--- src/rtl/simmem_row_scheduler.sv ---
// Single-bank DRAM access sequencer: arbitrates write/read address requests,
// tracks the open row and charges hit/activation/precharge latency per access.
//
// state | meaning
// IDLE  | waiting for a request; readies may assert
// SERVE | counting down the access cost of the accepted request
// DONE  | completion presented until done_ready_i
module simmem_row_scheduler #(
   parameter int GlobalMemCapaW = 19,
   parameter int RowBufLenW     = 10,
   parameter int RowHitCost     = 10,
   parameter int PrechargeCost  = 50,
   parameter int ActivationCost = 45,
   parameter int WIidW          = 5,
   parameter int RIidW          = 4,
   localparam int RowIdW = GlobalMemCapaW - RowBufLenW,
   localparam int IidW   = (WIidW > RIidW) ? WIidW : RIidW,
   localparam int CntW   = $clog2(PrechargeCost + ActivationCost + RowHitCost + 1)
) (
   input  logic                      clk_i,
   input  logic                      rst_ni,
   input  logic                      w_valid_i,
   output logic                      w_ready_o,
   input  logic [GlobalMemCapaW-1:0] w_addr_i,
   input  logic [WIidW-1:0]          w_iid_i,
   input  logic                      r_valid_i,
   output logic                      r_ready_o,
   input  logic [GlobalMemCapaW-1:0] r_addr_i,
   input  logic [RIidW-1:0]          r_iid_i,
   output logic                      done_valid_o,
   input  logic                      done_ready_i,
   output logic                      done_is_read_o,
   output logic [IidW-1:0]           done_iid_o,
   output logic                      row_open_o,
   output logic [RowIdW-1:0]         open_row_o
);

   if (RowHitCost < 3) begin : g_cost_check
      $error("RowHitCost must be at least 3");
   end

   typedef enum logic [1:0] {IDLE, SERVE, DONE} state_e;

   localparam logic [CntW-1:0] HitCost    = CntW'(RowHitCost);
   localparam logic [CntW-1:0] ClosedCost = CntW'(ActivationCost + RowHitCost);
   localparam logic [CntW-1:0] MissCost   = CntW'(PrechargeCost + ActivationCost + RowHitCost);

   state_e              state_q, state_d;
   logic [CntW-1:0]     cnt_q;
   logic                prio_q;            // 0 = write has priority, 1 = read
   logic                row_open_q;
   logic [RowIdW-1:0]   open_row_q;
   logic                is_read_q;
   logic [IidW-1:0]     iid_q;

   logic                w_grant, r_grant, accept;
   logic [RowIdW-1:0]   acc_row;
   logic [CntW-1:0]     cost;
   logic                unused_addr_bits;

   assign unused_addr_bits = ^{w_addr_i[RowBufLenW-1:0], r_addr_i[RowBufLenW-1:0]};

   always_comb begin
      state_d      = state_q;
      w_grant      = 1'b0;
      r_grant      = 1'b0;
      done_valid_o = 1'b0;
      case (state_q)
         IDLE: begin
            w_grant = w_valid_i & (~r_valid_i | ~prio_q);
            r_grant = r_valid_i & (~w_valid_i | prio_q);
            if (w_grant || r_grant) state_d = SERVE;
         end
         SERVE: begin
            if (cnt_q == '0) state_d = DONE;
         end
         DONE: begin
            done_valid_o = 1'b1;
            if (done_ready_i) state_d = IDLE;
         end
         default: state_d = IDLE;
      endcase
   end

   assign w_ready_o = w_grant;
   assign r_ready_o = r_grant;
   assign accept    = w_grant | r_grant;
   assign acc_row   = r_grant ? r_addr_i[GlobalMemCapaW-1:RowBufLenW]
                              : w_addr_i[GlobalMemCapaW-1:RowBufLenW];

   always_comb begin
      cost = MissCost;
      if (!row_open_q)               cost = ClosedCost;
      else if (acc_row == open_row_q) cost = HitCost;
   end

   always_ff @(posedge clk_i or negedge rst_ni) begin
      if (!rst_ni) state_q <= IDLE;
      else         state_q <= state_d;
   end

   always_ff @(posedge clk_i or negedge rst_ni) begin
      if (!rst_ni) begin
         cnt_q      <= '0;
         prio_q     <= 1'b0;
         row_open_q <= 1'b0;
         open_row_q <= '0;
         is_read_q  <= 1'b0;
         iid_q      <= '0;
      end else if (accept) begin
         // two cycles of the cost are the accept edge and the SERVE->DONE edge
         cnt_q      <= cost - CntW'(2);
         prio_q     <= w_grant;
         row_open_q <= 1'b1;
         open_row_q <= acc_row;
         is_read_q  <= r_grant;
         iid_q      <= r_grant ? IidW'(r_iid_i) : IidW'(w_iid_i);
      end else if (state_q == SERVE && cnt_q != '0) begin
         cnt_q <= cnt_q - CntW'(1);
      end
   end

   assign done_is_read_o = is_read_q;
   assign done_iid_o     = iid_q;
   assign row_open_o     = row_open_q;
   assign open_row_o     = open_row_q;

endmodule

--- config.mk ---
export PLATFORM = sky130hd
export DESIGN_NAME = simmem_row_scheduler
export DESIGN_NICKNAME = d
export VERILOG_FILES = /design/src/rtl/simmem_row_scheduler.sv
export SDC_FILE = /design/constraint.sdc
export NUM_CORES = 1
export LEC_CHECK = 0
export BUFFER_PORTS_ARGS = -buffer_cell sky130_fd_sc_hd__buf_4
export CORE_MARGIN = 1.5
export CORE_UTILIZATION = 33
export DETAILED_ROUTE_END_ITERATION = 8
export RECOVER_POWER = 50
export SYNTH_ARGS = -nofsm -noshare
export SYNTH_HDL_FRONTEND = slang
export SYNTH_SLANG_ARGS = --single-unit
export TNS_END_PERCENT = 100
--- constraint.sdc ---
create_clock -name clk_i -period 4.5 [get_ports clk_i]
set_clock_uncertainty 0.15 [all_clocks]
set_input_delay 0.225 -clock clk_i [delete_from_list [all_inputs] [get_ports clk_i]]
set_output_delay 0.225 -clock clk_i [all_outputs]
set_load 0.03 [all_outputs]
==> results of run 1 <==
where the power goes:
group	internal [mW]	total (mW)	leakage (nW)	switching, mW
logic	0.239	0.603	0.588	0.363
registers	0.338	0.432	0.293	0.0932
clock network	0.0783	0.152	0.0288	0.0732
path summary, 6_finish.rpt:
path,endpoint,cells after the start
setup / recovery,cnt_q[6]$_DFFE_PN0P_,6
hold / removal,done_iid_o[4]$_DFFE_PN0N_,3
setup reg to reg,cnt_q[6]$_DFFE_PN0P_,6
hold reg to reg,done_is_read_o$_DFFE_PN0N_,2
max in group asynchronous,state_q[0]$_DFFE_PN0P_,2
min in group asynchronous,open_row_o[2]$_DFFE_PN0N_,2
cell families after synthesis:
logic type,count (synthesis)
AO/OA/AOI/OAI,38
XOR/XNOR,18
adder cells (fa/ha/maj),2
buffers and inverters,18
flip-flops,26
multiplexers,2
AND/OR/NAND/NOR,77
critical path: cells and delay by family, from the launching register on:
| kind | cells | cell delay (ns) |
|---|---|---|
| AOI/OAI and AO/OA | 2 | 0.38 |
| buffers and inverters | 1 | 0.32 |
| and+or+nand+nor | 3 | 1.36 |
| DFF | 1 | 0.41 |
registers in the layout (all words and copies together) (netlist names):
name and flops:
open_row_o 9, cnt_q 7, done_iid_o 5, state_q 2
done_is_read_o 1, prio_q 1, row_open_o 1
metal layers:
layer,vias up,track usage,part of all wire
li1,720,-,-
met3,3,0.0295,0.050
met4,0,0.0377,0.0070
met2,38,0.265,0.50
met5,-,0,0
met1,634,0.178,0.44
placed cells by master, fill, tap and decap left out, types with 7 or more instances in the layout:
master / instances
dfrtp_1: 26
a31oi_1: 12
nand2_1: 36
nor2_1: 20
buf_4: 41
clkbuf_1: 10
xor2_1: 10
inv_1: 9
a21oi_1: 7
xnor2_1: 8
repair_timing:
item | CTS | global route
gates resized for setup | 0 | 0
buffers inserted | 0 | 0
hold buffers | 1 | 0
hold endpoints to repair | 26 | 0
setup endpoints to repair | 0 | 0
area by class of cell:
| type | instances | area [um^2] |
|---|---|---|
| Sequential cell | 26 | 651 |
| Inverter | 10 | 50.0 |
| Multi-Input combinational cell | 137 | 813 |
| Timing Repair Buffer | 52 | 355 |
| Fill cell | 473 | 2450 |
| Tap cell | 52 | 65.1 |
| Clock buffer | 4 | 55.1 |
metrics by stage:
stage                util  hold WS [ns]  area [um^2]  setup WS, ns
global placement    0.441       0.00978         1960          1.71
CTS                 0.456        0.0397         2030          1.68
global route        0.448        0.0546         1990          1.47
floorplan               -        -0.221         1560          2.38
detailed placement  0.441       0.00910         1960          1.70
finish              0.448        0.0467         1990          1.72
==> summary.md, run 1 <==
| Metric | Value |
|---|---|
| Status | finished, final reports clean |
| Post-synthesis mux area share | 0.0129 |
| Number of global-route vias before repair | 1,406 |
| Die width | 71.7 um |
| Iter 0 DRT Violations | 45 |
| Critical path class | flip-flop to flip-flop |
| P per Cell Area | 596 mW/mm^2 |
| VDD IR-drop max | 0.257 mV |
| RePlAce Congestion | 0.763 |
| XOR/XNOR Fraction of Synth Area | 0.101 |
| Number of synthesized flops with an enable pin | 0 |
| Port Buf Inserts | 50 |
| Clk sinks | 26 |
| Via density | 4.96 |
| H-tree depth | 1 |
| Global-route wire length before repair | 6.13 mm |
| Cell row count | 24 |
| Most used cell, CP | a221oi_1 |
| Die area | 0.00514 mm^2 |
| Startpoint types | flip-flop |
| Post-synth ARST share | 1.00 |
| DR pass1 iterations | 4 |
| CP Cell Sequence | or3b_1, or2_0, buf_4, a221oi_1, and3_1, a221oi_1 |
| WP data arrival | 2.74 ns |
| Io pins | 71 |
| RSZ-0062 raised after global routing | no |
| Worst-path clk slew | 0.09 ns |
| Top-count cell post-synth | nand2_1 |
| Root buffer cell | clkbuf_8 |
| DP HPWL | 2.68 mm |
| Yosys warning count | 0 |
| Antenna-violating nets left | 0 |
| Ratio of cells with drive above 1 in the final layout | 0.214 |
| Cell accounting for the most synthesized area | dfrtp_1 |
| Setup TNS Final | 0 ns |
| Crit path max fanout | 10 |
| Drt drc | 0 |
| Hold path start | w_iid_i[4] |
| Grt total ovfl | 0 |
| Adder-cell area share of the yosys netlist | 0.0161 |
| Slew Viols, Final | 0 |
| Minimum clock period after layout | 2.78 ns |
| Worst slew margin | 0.0529 |
| Top FF cell, synth | dfrtp_1 |
| Largest cells by area after synthesis | dfrtp_1 (42%), nand2_1 (8.7%), xor2_1 (5.6%) |
| Initial Utilization | 0.351 |
| Critical Path End Type | flip-flop |
| Worst stage delay on the critical path | 0.54 ns |
| Total power | 1.19 mW |
| DR WL/cell | 12.7 um |
| Slowest CP cell | or2_0 |
| Largest net degree at the start of global routing | 32 |
| Seq/Total Area, Yosys | 0.418 |
| Initial antenna violation count | 0 |
| Syn Nets | 235 |
| ANT cells | 0 |
| Synth Area in Compound Gates | 0.173 |
| Clk buf depth | 2 |
| Post-synthesis simple-gate area fraction | 0.219 |
| Hold Vio Cnt, Final | 0 |
| DIE HEIGHT | 71.7 um |
| Final setup vio count | 0 |
| Number of CTS-inserted buffers | 3 |
| Max-Cap Viols | 0 |
| Routed wire length | 3.56 mm |
| Core Area | 0.00444 mm^2 |
| Slew @ Worst Pin | 1.42 ns |
| FF+latch count, synth | 26 |
| Unique masters post-synth | 39 |
| Area delta synth->final | 27.7% |
| Worst min path class | primary input to flip-flop |
| Synthesized area | 0.00156 mm^2 |
| Most frequent cells after synthesis | nand2_1 (36), dfrtp_1 (26), nor2_1 (20) |
| Vias | 1,395 |
| CTS tree | yes |
| Avg Inst Size Synth | 8.61 um^2 |
| Crit path launch | state_q[0]$_DFFE_PN0P_ |
| R2R Setup Slk | 1.72 ns |
| Placed instance count | 276 |
| Clock latency on the worst-skew pair | 0.27 ns |
| Total GRT Usage | 0.147 |
| R2r startpoint | state_q[0]$_DFFE_PN0P_ |
| Top cell type's share of synthesized area | 0.418 |
| CP required | 4.47 ns |
| Fmax | 360 MHz |
| Non-Filler Instances | 281 |
| Main combinational cell family by area after synthesis | simple AND/OR/NAND/NOR gates |
| Period utilisation layout | 0.617 |
| NumNets Final | 284 |
| Leak Pwr | 0.909 nW |
| Cells after Synth | 181 |
Note: power is estimated with default switching activity, not from simulation.
==> run 2: changes to the inputs <==
Settings changed: ABC_AREA set to 1.
Clock period 4.5 ns to 2.8 ns, I/O delays scaled along.
==> summary.md, run 2 <==
| Metric | Value |
|---|---|
| RSZ-0062 raised after global routing | no |
| Final setup vio count | 0 (unchanged) |
| CP required | 2.81 ns (-1.66 ns) |
| Initial Utilization | 0.341 (-0.00931) |
| Crit path buffers/inverters | 3 (+2) |
| Largest cells by area after synthesis | dfrtp_1 (40%), nand2_1 (15%), inv_1 (8.9%) |
| Largest net degree at the start of global routing | 27 (-16%) |
| Cells after Synth | 230 (+27%) |
| WP data arrival | 2.49 ns (-0.25 ns) |
| Status | finished, final reports clean |
| Io pins | 71 (unchanged) |
| RePlAce Congestion | 0.762 (-0.12%) |
| Hold Vio Cnt, Final | 0 (unchanged) |
| Port Buf Inserts | 50 (unchanged) |
| CTS tree | yes |
| Unique masters post-synth | 29 (-26%) |
| Die area | 0.00531 mm^2 (+3.3%) |
| Fill count | 490 (+3.6%) |
| Slowest CP cell | dlygate4sd3_1 |
| Iter 0 DRT Violations | 92 (+100%) |
| Most used cell, CP | a21oi_1 |
| ANT cells | 0 (unchanged) |
| Most frequent cells in the layout | nand2_1 (65), buf_4 (42), inv_1 (38) |
| Cell accounting for the most synthesized area | dfrtp_1 |
| Total GRT Usage | 0.154 (+0.00694) |
| Worst stage delay on the critical path | 0.56 ns (+0.02 ns) |
| Critical Path End Type | flip-flop |
| Clk sinks | 26 (unchanged) |
| Crit path max fanout | 15 (+5) |
| Root buffer cell | clkbuf_8 |
| Most frequent cells after synthesis | nand2_1 (65), inv_1 (38), dfrtp_1 (26) |
| Die width | 72.9 um (+1.6%) |
| P per Cell Area | 1070 mW/mm^2 (+80%) |
| Post-cts sizing count | 0 (unchanged) |
| Post-synth ARST share | 1.00 (unchanged) |
| DIE HEIGHT | 72.9 um (+1.6%) |
| Number of global-route vias before repair | 1,405 (-0.071%) |
| Top cell type's share of synthesized area | 0.404 (-0.0139) |
| Critical path class | flip-flop to flip-flop |
| Clk buf depth | 2 (unchanged) |
| Grt total ovfl | 0 (unchanged) |
| DP HPWL | 2.75 mm (+2.5%) |
| Ratio of cells with drive above 1 in the final layout | 0.208 (-0.00636) |
| DR pass1 iterations | 4 (unchanged) |
| FF+latch count, synth | 26 (unchanged) |
| Via density | 4.42 (-11%) |
| Drt drc | 0 (unchanged) |
| NumNets Final | 344 (+21%) |
| VDD IR-drop max | 0.381 mV (+48%) |
| CP Cell Sequence | nor2_4, inv_1, nor2_2, clkinv_1, a21oi_1, a21oi_1, dlygate4sd3_1 |
| Leak Pwr | 1.14 nW (+25%) |
| Setup TNS Final | 0 ns (unchanged) |
| Worst slew margin | 0.0178 (-0.0351) |
| Yosys warning count | 0 (unchanged) |
| Synthesized area | 0.00161 mm^2 (+3.5%) |
| Worst min path class | primary input to flip-flop |
| Startpoint types | flip-flop |
| Antenna-violating nets left | 0 (unchanged) |
| Seq/Total Area, Yosys | 0.404 (-0.0139) |
| Number of synthesized flops with an enable pin | 0 (unchanged) |
| Area delta synth->final | 34.2% |
| Clock latency on the worst-skew pair | 0.27 ns (about the same) |
| Slew Viols, Final | 0 (unchanged) |
| H-tree depth | 1 (unchanged) |
| Cell row count | 25 (+4.2%) |
| Initial antenna violation count | 0 (unchanged) |
| Vias | 1,573 (+13%) |
| Routed wire length | 3.75 mm (+5.3%) |
| Post-CTS setup buffers | 0 (unchanged) |
| DR WL/cell | 10.5 um (-17%) |
| Avg Inst Size Synth | 7.01 um^2 (-19%) |
| Max reg flops | 9 (unchanged) |
| Core Area | 0.00472 mm^2 (+6.3%) |
| Most common cell after layout, fill and taps aside | nand2_1 |
| Setup ws final | 0.320 ns (-1.40 ns) |
| Minimum clock period after layout | 2.48 ns (-0.297 ns) |
| Number of CTS-inserted buffers | 3 (unchanged) |
| Global-route wire length before repair | 6.42 mm (+4.7%) |
| Fmax | 403 MHz (+12%) |
| Worst slack at placement | 0.614 ns (-1.09 ns) |
| Top FF cell, synth | dfrtp_1 |
| Syn Nets | 284 (+21%) |
| Max-Cap Viols | 0 (unchanged) |
| Slew @ Worst Pin | 1.47 ns (+0.0526 ns) |
| Period utilisation layout | 0.886 (+0.269) |
| Worst-path clk slew | 0.10 ns (about the same) |
| Top-count cell post-synth | nand2_1 |
| CP delay by family, top | buffers and inverters |
-- run 2: worst paths after layout --
kind | cells past startpoint | slack, ns | endpoint | startpoint
worst max-delay path | 7 | 0.32 | done_iid_o[2]$_DFFE_PN0N_ | state_q[0]$_DFFE_PN0P_
worst min-delay path | 3 | 0.003 | done_iid_o[3]$_DFFE_PN0N_ | w_iid_i[3]
worst max register to register | 7 | 0.32 | done_iid_o[2]$_DFFE_PN0N_ | state_q[0]$_DFFE_PN0P_
worst min register to register | 2 | 0.33 | done_is_read_o$_DFFE_PN0N_ | done_is_read_o$_DFFE_PN0N_
max in group asynchronous | 2 | 1.05 | open_row_o[2]$_DFFE_PN0N_ | rst_ni
min in group asynchronous | 2 | 0.59 | done_iid_o[4]$_DFFE_PN0N_ | rst_ni
-- run 2: final cells by class --
type | count | area (um^2) | share of cell area
Clock buffer | 3 | 41.3 | 0.0191
Clock inverter | 1 | 30.0 | 0.0139
Inverter | 40 | 151 | 0.0700
Multi-Input combinational cell | 159 | 773 | 0.357
Sequential cell | 26 | 651 | 0.301
Tap cell | 67 | 83.8 | 0.0388
Timing Repair Buffer | 60 | 433 | 0.200
-- run 2: stage by stage --
| stage | hold WS, ns | utilization | cell area (um^2) | power, mW | std cells |
|---|---|---|---|---|---|
| finish | 0.00317 | 0.458 | 2160 | 2.32 | 356 |
| global route | 0.00573 | 0.458 | 2160 | 2.54 | 356 |
| CTS | 0.00287 | 0.466 | 2200 | 2.40 | 356 |
| detailed placement | -0.0718 | 0.434 | 2050 | 2.04 | 344 |
| global placement | -0.0706 | 0.434 | 2050 | 2.02 | 344 |
| floorplan | -0.306 | - | 1610 | 1.64 | 230 |
-- run 2: routing by layer --
layer	routed length, um	vias up	GRT usage
met3	184	4	0.0262
met4	36	0	0.0440
met5	0	-	0
met2	1720	32	0.243
met1	1810	693	0.218
li1	-	844	-
-- run 2: where the power goes --
group	leakage, nW	internal (mW)	switching (mW)
Sequential	0.306	0.557	0.152
Clock	0.0357	0.191	0.127
Combinational	0.799	0.461	0.827
-- run 2: cells by family (layout without fill, tap and decap cells) --
logic type                 count (synthesis)  in the layout  share of synthesized area
and+or+nand+nor                          119            119                      0.330
buffers and inverters                     45            104                      0.116
AOI/OAI and AO/OA                         36             36                      0.123
DFF                                       26             26                      0.404
adders and majority gates                  2              2                     0.0155
xor gates and xnor gates                   2              2                     0.0109
-- run 2: worst reg2reg max path: stages (launching register included) --
cell,delay (ns)
dfrtp_1,0.45
nor2_4,0.27
inv_1,0.12
nor2_2,0.11
clkinv_1,0.34
a21oi_1,0.27
a21oi_1,0.09
dlygate4sd3_1,0.56
-- run 2: timing repair --
action / CTS / global route
endpoints found under the setup margin: 0 / 0
hold endpoints to repair: 31 / 0
hold buffers: 8 / 0
==> run 3: changes to the inputs <==
Settings changed: CELL_PAD_IN_SITES_DETAIL_PLACEMENT set to 1, CELL_PAD_IN_SITES_GLOBAL_PLACEMENT set to 1, CORE_UTILIZATION 33 to 32, GPL_TIMING_DRIVEN set to 0, PLACE_DENSITY_LB_ADDON set to 0.1.
==> summary.md, run 3 (same netlist as run 2, synthesis figures left out) <==
| Metric | Value |
|---|---|
| Startpoint types | flip-flop |
| CP Cell Sequence | nor2_4, inv_1, nor2_2, clkinv_1, a21oi_1, a21oi_1, dlygate4sd3_1 |
| Hold EP | done_iid_o[2]$_DFFE_PN0N_ |
| Slew Viols, Final | 0 (unchanged) |
| Post-CTS setup buffers | 0 (unchanged) |
| P_int | 1.15 mW (-4.6%) |
| Max-Cap Viols | 0 (unchanged) |
| Leak Pwr | 1.14 nW (about the same) |
| Clk buf depth | 2 (unchanged) |
| Hold_ws | 0.0137 ns (+0.0106 ns) |
| DR WL/cell | 12.7 um (+21%) |
| R2r startpoint | state_q[0]$_DFFE_PN0P_ |
| Post-cts sizing count | 0 (unchanged) |
| Slowest CP cell | dlygate4sd3_1 |
| Worst min path class | primary input to flip-flop |
| Worst slack at placement | 0.514 ns (-0.0994 ns) |
| Die area | 0.00547 mm^2 (+3.0%) |
| Switch share | 0.503 (+0.0249) |
| Sequential Power Share | 0.311 (+0.005) |
| Initial antenna violation count | 0 (unchanged) |
| Slew @ Worst Pin | 1.45 ns (-0.0217 ns) |
| CP required | 2.81 ns (about the same) |
| Clk sinks | 26 (unchanged) |
| Root buffer cell | clkbuf_8 |
| Ratio of cells with drive above 1 in the final layout | 0.210 (+0.00201) |
| Worst stage delay on the critical path | 0.55 ns (about the same) |
| RePlAce Congestion | 0.788 (+3.4%) |
| Crit path max fanout | 9 (-6) |
| Critical path class | flip-flop to flip-flop |
| Most frequent cells in the layout | nand2_1 (65), buf_4 (39), inv_1 (38) |
| Die width | 74.0 um (+1.5%) |
| Iter 0 DRT Violations | 56 (-39%) |
| Antenna-violating nets left | 0 (unchanged) |
| Most common cell after layout, fill and taps aside | nand2_1 |
| CP delay by family, top | buffers and inverters |
| Critical Path End Type | flip-flop |
| Worst slew margin | 0.0323 (+0.0145) |
| DR pass1 iterations | 4 (unchanged) |
| H-tree depth | 1 (unchanged) |
| P per Cell Area | 1070 mW/mm^2 (+0.28%) |
| Number of CTS-inserted buffers | 3 (unchanged) |
| Minimum clock period after layout | 2.52 ns (+0.0381 ns) |
| Hold Vio Cnt, Final | 0 (unchanged) |
| Setup ws final | 0.282 ns (-0.0381 ns) |
| Net switching power | 1.17 mW (+5.4%) |
| Clock latency on the worst-skew pair | 0.28 ns (about the same) |
| Hold path start | w_iid_i[2] |
| Final setup vio count | 0 (unchanged) |
| ANT cells | 0 (unchanged) |
| Period utilisation layout | 0.899 (+0.0136) |
| Via density | 4.66 (+5.4%) |
| DIE HEIGHT | 74.0 um (+1.5%) |
| Hold Path Depth | 3 (unchanged) |
| Most used cell, CP | a21oi_1 |
| Fmax | 397 MHz (-1.5%) |
| Status | finished, final reports clean |
| Crit path buffers/inverters | 3 (unchanged) |
| WP data arrival | 2.53 ns (+0.04 ns) |
| RSZ-0062 raised after global routing | no |
| Worst-path clk slew | 0.10 ns (about the same) |
| CTS tree | yes |
| Fill count | 638 (+30%) |
| Port Buf Inserts | 49 (-2.0%) |
| Vias | 1,668 (+6.0%) |
| Largest net degree at the start of global routing | 27 (unchanged) |
| VDD IR-drop max | 0.397 mV (+4.1%) |
| Grt total ovfl | 0 (unchanged) |
| Reg2Reg Depth | 7 (unchanged) |
| Number of global-route vias before repair | 1,646 (+17%) |
| Global-route wire length before repair | 7.65 mm (+19%) |
| FF-to-FF End | done_iid_o[0]$_DFFE_PN0N_ |
| NumNets Final | 346 (+0.58%) |
| Core Area | 0.00479 mm^2 (+1.3%) |
| DP HPWL | 3.45 mm (+26%) |
| Setup TNS Final | 0 ns (unchanged) |
| Comb power frac | 0.579 (+0.023) |
| Cell row count | 25 (unchanged) |
| Routed wire length | 4.56 mm (+22%) |
| Drt drc | 0 (unchanged) |
| Initial Utilization | 0.337 (-0.00446) |
| Area delta synth->final | 34.1% |
| R2R Setup Slk | 0.28 ns (-0.04 ns) |
| Max reg flops | 9 (unchanged) |
| Total GRT Usage | 0.180 (+0.0259) |
| Power share of the clock group | 0.110 (-0.028) |
| Io pins | 71 (unchanged) |
==> run 3: per-layer routing <==
layer	global-route usage	part of all wire	vias to the layer above
li1	-	-	845
met1	0.242	0.48	795
met2	0.306	0.49	24
met3	0.0230	0.020	4
met4	0.0473	0.010	0
met5	0	0	-
==> run 3: through the flow <==
stage	area (um^2)	util	instances	total power, mW
2_1_floorplan	1610	-	230	1.64
5_1_grt	2160	0.452	358	2.53
3_3_place_gp	2060	0.431	346	2.07
4_1_cts	2200	0.459	358	2.40
6_report	2160	0.452	358	2.32
3_5_place_dp	2060	0.431	346	2.11
==> run 3: worst max-delay path by stage <==
| stage | end | startpoint | slack [ns] | cells past startpoint |
|---|---|---|---|---|
| 6_report | done_iid_o[0]$_DFFE_PN0N_ | state_q[0]$_DFFE_PN0P_ | 0.28 | 7 |
| 5_1_grt | done_iid_o[1]$_DFFE_PN0N_ | state_q[0]$_DFFE_PN0P_ | 0.18 | 7 |
| 2_1_floorplan | cnt_q[2]$_DFFE_PN0P_ | state_q[0]$_DFFE_PN0P_ | 0.93 | 12 |
| 4_1_cts | done_iid_o[1]$_DFFE_PN0N_ | state_q[0]$_DFFE_PN0P_ | 0.33 | 7 |
| 3_3_place_gp | done_iid_o[3]$_DFFE_PN0N_ | state_q[0]$_DFFE_PN0P_ | 0.52 | 7 |
| 3_5_place_dp | done_iid_o[3]$_DFFE_PN0N_ | state_q[0]$_DFFE_PN0P_ | 0.51 | 7 |
==> run 3: worst register-to-register path, cell delays in order (launching register included) <==
cell           delay, ns
dfrtp_1             0.45
nor2_4              0.28
inv_1               0.13
nor2_2              0.23
clkinv_1            0.31
a21oi_1             0.23
a21oi_1             0.08
dlygate4sd3_1       0.55
==> run 3: cell type report <==
type / count / area [um^2] / share of cell area
plain buffers: 5 / 36.3 / 0.0168
multi-input cells: 159 / 773 / 0.358
inverters: 40 / 151 / 0.0701
clock buffers: 4 / 55.1 / 0.0255
well taps: 67 / 83.8 / 0.0388
repair buffers: 57 / 410 / 0.190
flip-flops and latches: 26 / 651 / 0.301
==> run 3: power by group through the flow <==
stage	combinational, mW	sequential (mW)	clock [mW]
2_1_floorplan	0.737	0.902	0
3_3_place_gp	1.35	0.723	0
3_5_place_dp	1.38	0.730	0
4_1_cts	1.42	0.724	0.263
5_1_grt	1.51	0.750	0.269
6_report	1.34	0.722	0.254
==> run 3: timing repair <==
action	4_1_cts	5_1_grt
endpoints found under the setup margin	0	0
hold buffers	8	0
hold endpoints to repair	31	0
